$ cat src/rtl/alarm_controller_multi_if.sv
`default_nettype none
// +-- alarm_controller_multi_if : keypad/button/ring inputs and display/load/buzzer outputs --+
// +-- rev 1.0                                                                               --+
interface alarm_controller_multi_if #(
  parameter int NUM_ALARMS = 2,
  parameter int CH_W       = 1,
  parameter int NUM_DIGITS = 4
);
  localparam int DIG_W = $clog2(NUM_DIGITS + 1);

  logic                  alarm_b;
  logic                  time_b;
  logic [3:0]            key;
  logic                  one_sec;
  logic [CH_W-1:0]       alarm_sel;
  logic [NUM_ALARMS-1:0] ring_req;
  logic                  stop_b;

  logic                  load_new_c;
  logic [NUM_ALARMS-1:0] load_new_a;
  logic                  show_a;
  logic [CH_W-1:0]       show_a_sel;
  logic                  show_c;
  logic                  shift;
  logic                  reset_counter;
  logic [DIG_W-1:0]      digit_cnt;
  logic                  buzz;

  modport master (
    output alarm_b, time_b, key, one_sec, alarm_sel, ring_req, stop_b,
    input  load_new_c, load_new_a, show_a, show_a_sel, show_c, shift,
           reset_counter, digit_cnt, buzz
  );

  modport slave (
    input  alarm_b, time_b, key, one_sec, alarm_sel, ring_req, stop_b,
    output load_new_c, load_new_a, show_a, show_a_sel, show_c, shift,
           reset_counter, digit_cnt, buzz
  );
endinterface
`default_nettype wire

$ cat src/rtl/alarm_controller_multi.sv
`default_nettype none
// +-- alarm_controller_multi : keypad entry FSM with NUM_ALARMS alarm loads and buzzer supervisor --+
// +-- rev 1.0                                                                                    --+
module alarm_controller_multi #(
  parameter int         NUM_ALARMS  = 2,
  parameter int         CH_W        = 1,
  parameter int         TIMEOUT_SEC = 10,
  parameter int         NUM_DIGITS  = 4,
  parameter int         RING_SEC    = 60,
  parameter logic [3:0] NO_KEY      = 4'd10
) (
  input logic                   clk,
  input logic                   reset,
  alarm_controller_multi_if.slave bus
);
  localparam int DIG_W  = $clog2(NUM_DIGITS + 1);
  localparam int TCNT_W = (TIMEOUT_SEC > 1) ? $clog2(TIMEOUT_SEC) : 1;
  localparam int RCNT_W = (RING_SEC > 1) ? $clog2(RING_SEC) : 1;
  localparam int SEL_W  = CH_W + 1;
  localparam logic [DIG_W-1:0]  C_FULL        = DIG_W'(NUM_DIGITS);
  localparam logic [TCNT_W-1:0] C_TMAX        = TCNT_W'(TIMEOUT_SEC - 1);
  localparam logic [RCNT_W-1:0] C_RMAX        = RCNT_W'(RING_SEC - 1);
  localparam logic [SEL_W-1:0]  C_NUM_ALARMS  = SEL_W'(NUM_ALARMS);

  typedef enum logic [2:0] {
    S_SHOWTIME   = 3'd0,
    S_SHOW_ALARM = 3'd1,
    S_KEY_STORE  = 3'd2,
    S_KEY_WAIT   = 3'd3,
    S_KEY_ENTRY  = 3'd4,
    S_SET_A      = 3'd5,
    S_SET_CT     = 3'd6
  } state_t;

  state_t                r_state;
  state_t                w_next;
  logic [CH_W-1:0]       r_sel;
  logic [CH_W-1:0]       w_sel_next;
  logic [DIG_W-1:0]      r_digit_cnt;
  logic [TCNT_W-1:0]     r_tcnt;
  logic                  r_show_a, r_load_c, r_shift, r_show_c;
  logic [NUM_ALARMS-1:0] r_load_a;
  logic [NUM_ALARMS-1:0] w_sel_dec;

  logic                  w_valid_key, w_sel_ok, w_full, w_in_entry, w_timeout;

  assign w_valid_key = (bus.key <= 4'd9) && (bus.key != NO_KEY);
  assign w_sel_ok    = {1'b0, bus.alarm_sel} < C_NUM_ALARMS;
  assign w_full      = (r_digit_cnt == C_FULL);
  assign w_in_entry  = (r_state == S_KEY_WAIT) || (r_state == S_KEY_ENTRY);
  assign w_timeout   = w_in_entry && bus.one_sec && (r_tcnt == C_TMAX);

  always_comb begin
    w_next     = r_state;
    w_sel_next = r_sel;
    case (r_state)
      S_SHOWTIME: begin
        if (bus.alarm_b && w_sel_ok) begin
          w_next     = S_SHOW_ALARM;
          w_sel_next = bus.alarm_sel;
        end else if (w_valid_key) begin
          w_next = S_KEY_STORE;
        end
      end
      S_SHOW_ALARM: if (!bus.alarm_b) w_next = S_SHOWTIME;
      S_KEY_STORE:  w_next = S_KEY_WAIT;
      S_KEY_WAIT: begin
        if (w_timeout)        w_next = S_SHOWTIME;
        else if (!w_valid_key) w_next = S_KEY_ENTRY;
      end
      // Priority: timeout, alarm button, time button, then further digits.
      S_KEY_ENTRY: begin
        if (w_timeout) begin
          w_next = S_SHOWTIME;
        end else if (bus.alarm_b) begin
          if (w_full && w_sel_ok) begin
            w_next     = S_SET_A;
            w_sel_next = bus.alarm_sel;
          end else begin
            w_next = S_SHOWTIME;
          end
        end else if (bus.time_b) begin
          w_next = w_full ? S_SET_CT : S_SHOWTIME;
        end else if (w_valid_key) begin
          w_next = w_full ? S_KEY_WAIT : S_KEY_STORE;
        end
      end
      default: w_next = S_SHOWTIME;
    endcase
  end

  for (genvar i = 0; i < NUM_ALARMS; i++) begin : g_sel_dec
    assign w_sel_dec[i] = (w_sel_next == CH_W'(i));
  end

  // Outputs are decoded from the next state so they line up with the state register.
  always_ff @(posedge clk or negedge reset) begin
    if (!reset) begin
      r_state     <= S_SHOWTIME;
      r_sel       <= '0;
      r_digit_cnt <= '0;
      r_tcnt      <= '0;
      r_show_a    <= 1'b0;
      r_load_c    <= 1'b0;
      r_load_a    <= '0;
      r_shift     <= 1'b0;
      r_show_c    <= 1'b0;
    end else begin
      r_state  <= w_next;
      r_sel    <= w_sel_next;
      r_show_a <= (w_next == S_SHOW_ALARM);
      r_load_c <= (w_next == S_SET_CT);
      r_load_a <= (w_next == S_SET_A) ? w_sel_dec : '0;
      r_shift  <= (w_next == S_KEY_STORE);
      r_show_c <= (w_next == S_KEY_ENTRY) || (w_next == S_KEY_STORE) ||
                  (w_next == S_KEY_WAIT);

      if (r_state == S_SHOWTIME)
        r_digit_cnt <= '0;
      else if (r_state == S_KEY_STORE)
        r_digit_cnt <= r_digit_cnt + DIG_W'(1);

      if (!w_in_entry || w_timeout)
        r_tcnt <= '0;
      else if (bus.one_sec)
        r_tcnt <= r_tcnt + TCNT_W'(1);
    end
  end

  logic [NUM_ALARMS-1:0] r_ring_req_q;
  logic [NUM_ALARMS-1:0] w_rise;
  logic [RCNT_W-1:0]     r_ring_cnt;
  logic                  r_buzz;

  assign w_rise = bus.ring_req & ~r_ring_req_q;

  // Stop wins over a simultaneous rise; a new rise while buzzing restarts the count.
  always_ff @(posedge clk or negedge reset) begin
    if (!reset) begin
      r_ring_req_q <= '0;
      r_ring_cnt   <= '0;
      r_buzz       <= 1'b0;
    end else begin
      r_ring_req_q <= bus.ring_req;
      if (bus.stop_b) begin
        r_buzz     <= 1'b0;
        r_ring_cnt <= '0;
      end else if (|w_rise) begin
        r_buzz     <= 1'b1;
        r_ring_cnt <= '0;
      end else if (r_buzz && bus.one_sec) begin
        if (r_ring_cnt == C_RMAX) begin
          r_buzz     <= 1'b0;
          r_ring_cnt <= '0;
        end else begin
          r_ring_cnt <= r_ring_cnt + RCNT_W'(1);
        end
      end
    end
  end

  assign bus.load_new_c    = r_load_c;
  assign bus.reset_counter = r_load_c;
  assign bus.load_new_a    = r_load_a;
  assign bus.show_a        = r_show_a;
  assign bus.show_a_sel    = r_sel;
  assign bus.show_c        = r_show_c;
  assign bus.shift         = r_shift;
  assign bus.digit_cnt     = r_digit_cnt;
  assign bus.buzz          = r_buzz;
endmodule
`default_nettype wire
$ cat src/flat_wrapper.sv
// flat-port wrapper written by rule: the top's interface ports become plain ports
module alarm_controller_multi_flat 
#(
  parameter int         NUM_ALARMS  = 2,
  parameter int         CH_W        = 1,
  parameter int         TIMEOUT_SEC = 10,
  parameter int         NUM_DIGITS  = 4,
  parameter int         RING_SEC    = 60,
  parameter logic [3:0] NO_KEY      = 4'd10
)
  (clk, reset, bus_alarm_b, bus_time_b, bus_key, bus_one_sec, bus_alarm_sel, bus_ring_req, bus_stop_b, bus_load_new_c, bus_load_new_a, bus_show_a, bus_show_a_sel, bus_show_c, bus_shift, bus_reset_counter, bus_digit_cnt, bus_buzz);
  alarm_controller_multi_if #(.NUM_ALARMS(NUM_ALARMS), .CH_W(CH_W), .NUM_DIGITS(NUM_DIGITS)) bus_i ();
  input logic clk;
  input logic reset;
  input wire logic [$bits(bus_i.alarm_b)-1:0] bus_alarm_b;
  input wire logic [$bits(bus_i.time_b)-1:0] bus_time_b;
  input wire logic [$bits(bus_i.key)-1:0] bus_key;
  input wire logic [$bits(bus_i.one_sec)-1:0] bus_one_sec;
  input wire logic [$bits(bus_i.alarm_sel)-1:0] bus_alarm_sel;
  input wire logic [$bits(bus_i.ring_req)-1:0] bus_ring_req;
  input wire logic [$bits(bus_i.stop_b)-1:0] bus_stop_b;
  output wire logic [$bits(bus_i.load_new_c)-1:0] bus_load_new_c;
  output wire logic [$bits(bus_i.load_new_a)-1:0] bus_load_new_a;
  output wire logic [$bits(bus_i.show_a)-1:0] bus_show_a;
  output wire logic [$bits(bus_i.show_a_sel)-1:0] bus_show_a_sel;
  output wire logic [$bits(bus_i.show_c)-1:0] bus_show_c;
  output wire logic [$bits(bus_i.shift)-1:0] bus_shift;
  output wire logic [$bits(bus_i.reset_counter)-1:0] bus_reset_counter;
  output wire logic [$bits(bus_i.digit_cnt)-1:0] bus_digit_cnt;
  output wire logic [$bits(bus_i.buzz)-1:0] bus_buzz;
  assign bus_i.alarm_b = bus_alarm_b;
  assign bus_i.time_b = bus_time_b;
  assign bus_i.key = bus_key;
  assign bus_i.one_sec = bus_one_sec;
  assign bus_i.alarm_sel = bus_alarm_sel;
  assign bus_i.ring_req = bus_ring_req;
  assign bus_i.stop_b = bus_stop_b;
  assign bus_load_new_c = bus_i.load_new_c;
  assign bus_load_new_a = bus_i.load_new_a;
  assign bus_show_a = bus_i.show_a;
  assign bus_show_a_sel = bus_i.show_a_sel;
  assign bus_show_c = bus_i.show_c;
  assign bus_shift = bus_i.shift;
  assign bus_reset_counter = bus_i.reset_counter;
  assign bus_digit_cnt = bus_i.digit_cnt;
  assign bus_buzz = bus_i.buzz;
  alarm_controller_multi #(.NUM_ALARMS(NUM_ALARMS), .CH_W(CH_W), .TIMEOUT_SEC(TIMEOUT_SEC), .NUM_DIGITS(NUM_DIGITS), .RING_SEC(RING_SEC), .NO_KEY(NO_KEY)) u_core (.clk(clk), .reset(reset), .bus(bus_i));
endmodule
$ cat config.mk
export PLATFORM = sky130hd
export DESIGN_NAME = alarm_controller_multi_flat
export DESIGN_NICKNAME = d
export VERILOG_FILES = /design/src/rtl/alarm_controller_multi_if.sv /design/src/rtl/alarm_controller_multi.sv /design/src/flat_wrapper.sv
export SDC_FILE = /design/constraint.sdc
export NUM_CORES = 1
export LEC_CHECK = 0
export BUFFER_PORTS_ARGS = -buffer_cell sky130_fd_sc_hd__buf_2
export CAP_MARGIN = 30
export CORE_ASPECT_RATIO = 0.5
export CORE_MARGIN = 2
export CORE_UTILIZATION = 25
export CTS_CLUSTER_DIAMETER = 30
export CTS_CLUSTER_SIZE = 25
export DETAILED_ROUTE_END_ITERATION = 7
export SKIP_CTS_REPAIR_TIMING = 1
export SKIP_LAST_GASP = 1
export SLEW_MARGIN = 10
export SYNTH_ARGS = -nofsm -noshare
export SYNTH_HDL_FRONTEND = slang
export SYNTH_SLANG_ARGS = --single-unit
$ cat constraint.sdc
create_clock -name clk -period 2.6 [get_ports clk]
set_input_delay 0 -clock clk [delete_from_list [all_inputs] [get_ports clk]]
set_output_delay 0 -clock clk [all_outputs]
set_load 0.02 [all_outputs]
==> run metrics <==
Reg2Reg Launch Point u_core.r_state[1]; row cnt 18; nets@finish between 150 and 200; hold path endpoint u_core.bus.show_a_sel; clk buf depth 2; syn nets roughly 160; CTS clk-pin slew, worst paths ~90 ps; Post-DRT Antenna Nets 0; Synth Flop Type dfrtp_1; post-synth top area cell dfrtp_1; die width 107 µm; share of layout cells above drive strength 1 0.207; status completed; #FFs+latches synth 26; worst skew pair latency 270 ps; HP Class input port to flop; Reg power frac 0.433; most frequent cells after synthesis dfrtp_1 (26), nor2_1 (20), nand2_1 (16); first-pass GRT wire length between 4000 and 5000 µm; arrival time worst endpoint around 2100 ps; Core Area roughly 5000 µm²; busiest layer in global routing met2; port bufs 23; worst slew pin tran approximately 580 ps; Cell variety after synth 39; Die Ht between 50 and 60 µm; area grow syn2layout 22.2%; RSZ-0062 raised after global routing false; clock share of power 0.265; fin. max-slew vios 0; worst clock skew about 2.8 ps; clock sink count 26; fin crit period slightly below 2000 ps; clock root cell clkbuf_8; number of enable flip-flop cells after synthesis 0; met1 usage 0.101; startpoint types flop; Worst Path Required about 2800 ps; largest net degree at the start of global routing 27; total number of vias around 1000; initial antenna violation count 0; Relative slew margins 0.616; PwrDens approximately 800 nW/µm²; final setup margin just over 600 ps; Setup TNS 0 ps; via-per-instance ratio between 4 and 5; overall power ~1.2 mW; final hold vios 0; max_cap viols 0; Internal a little over 0.8 mW; total CTS buffers 3; TritonCTS clock tree yes; combinational group share of total power 0.302; Place WS 618 ps; vias in the first global route approximately 1000; total grt overflow 0; GP Congestion approximately 0.82; CP max FO 10; Cells after Synth approximately 140; WL per Instance ~11 µm; Leak just over 0.7 nW; met3 usage 0.0177; DP Wirelength roughly 1900 µm; fraction of power spent switching nets 0.338; WS Path Type flop to flop; fmax roughly 500 MHz; final wirelength 2510 µm; Reg2Reg Setup Slack 620 ps; grt met2 use 0.172; diode count 0; Avg Cell Area, Syn ~9.6 µm²; top cells by area, synth dfrtp_1 (49%), nor2_1 (5.7%), ha_1 (4.8%); number of placed I/O pins 25; H-tree Lvls 1; top-count cell post-synth dfrtp_1; reg2reg path depth 5; All-Layer GR Usage 0.0907; first-pass iteration count of the detailed router 4; VDD IR max ~0.24 mV; synthesized area 1320 µm²; initial drt markers 66; Hold Crit Start bus_alarm_sel; register area share after synthesis 0.495; Die Footprint 5890 µm²; period utilization 0.762; critical path capture point type flop; top-area cell type share of the netlist area 0.495; DRC errors left 0; Worst Hold Path Cells 3; P_sw 0.422 mW; FF-to-FF End u_core.bus.show_c; # setup viols final 0; Yosys Warn Count 0; Synth async-reset ratio 1.00; Starting Density 0.263
-- sequential cells by signal (all words and copies together), names as in the netlist, 2 cells and up --
register / flops
u_core.r_ring_cnt: 6
u_core.r_tcnt: 4
u_core.bus.digit_cnt: 3
u_core.r_state: 3
u_core.bus.load_new_a: 2
u_core.r_ring_req_q: 2
-- worst max-delay path by stage --
stage | cells past startpoint | start | end | slack, ps
6_report | 5 | u_core.r_state[1] | u_core.bus.show_c | 620
2_1_floorplan | 5 | u_core.r_state[1] | u_core.bus.load_new_a[0] | 730
3_3_place_gp | 5 | u_core.r_state[1] | u_core.bus.show_c | 640
4_1_cts | 5 | u_core.r_state[1] | u_core.bus.show_c | 620
5_1_grt | 5 | u_core.r_state[1] | u_core.bus.show_c | 520
3_5_place_dp | 5 | u_core.r_state[1] | u_core.bus.show_c | 620
-- power by group through the flow --
| stage | Clock [mW] | Combinational (mW) | Sequential (mW) |
|---|---|---|---|
| finish | 0.331 | 0.377 | 0.541 |
| global placement | 0 | 0.369 | 0.549 |
| CTS | 0.341 | 0.377 | 0.541 |
| detailed placement | 0 | 0.378 | 0.550 |
| floorplan | 0 | 0.234 | 0.581 |
| global route | 0.359 | 0.426 | 0.551 |
-- logic make-up after synthesis --
kind of cell               count (synthesis)  share of synthesized area
buffers and inverters                     11                     0.0371
adders and majority gates                  5                     0.0476
DFF                                       26                      0.495
AOI/OAI and AO/OA                         30                      0.163
and+or+nand+nor                           60                      0.222
muxes                                      2                     0.0162
xor gates and xnor gates                   3                     0.0200
-- area by class of cell --
class | instances | area (µm²)
Fill cell | 532 | 3390
Clock buffer | 3 | 41.3
Inverter | 7 | 26.3
Sequential cell | 26 | 651
Multi-Input combinational cell | 100 | 616
Clock inverter | 1 | 30.0
Tap cell | 70 | 87.6
Timing Repair Buffer | 27 | 155
-- per-stage QoR --
step | hold slack [ps] | instances | utilization | area (µm²)
2_1_floorplan | -296 | 137 | - | 1320
3_3_place_gp | 29.5 | 226 | 0.299 | 1500
3_5_place_dp | 38.4 | 226 | 0.299 | 1500
4_1_cts | -264 | 230 | 0.313 | 1570
5_1_grt | 15.1 | 234 | 0.321 | 1610
6_report | 1.31 | 234 | 0.321 | 1610
-- cells in the final DEF, fill, tap and decap left out, drive strengths merged, types with 2 or more instances in the layout --
master / n
dlygate4sd3: 4
nand3b: 2
nor3b: 2
a311oi: 2
o21a: 2
a21oi: 8
buf: 23
inv: 7
nand2b: 2
nor3: 3
o21ai: 8
and2: 2
clkbuf: 3
ha: 5
xor2: 2
nand4: 2
nor2: 20
nand2: 16
dfrtp: 26
nand3: 6
-- worst max-delay path: stages, from the launching register on --
cell and delay (ps):
dfrtp_1 490, or3b_4 470, a2111o_1 430, a31oi_4 250, nand2b_1 160, o21ai_1 70
-- per-layer routing --
metal  share of wire  up-vias  wire, µm
met5               0        -         0
li1                -      534         -
met4           0.013        0        33
met2            0.52       16      1310
met3           0.026        2        65
met1            0.44      496      1100
Note: power is estimated with default switching activity, not from simulation.
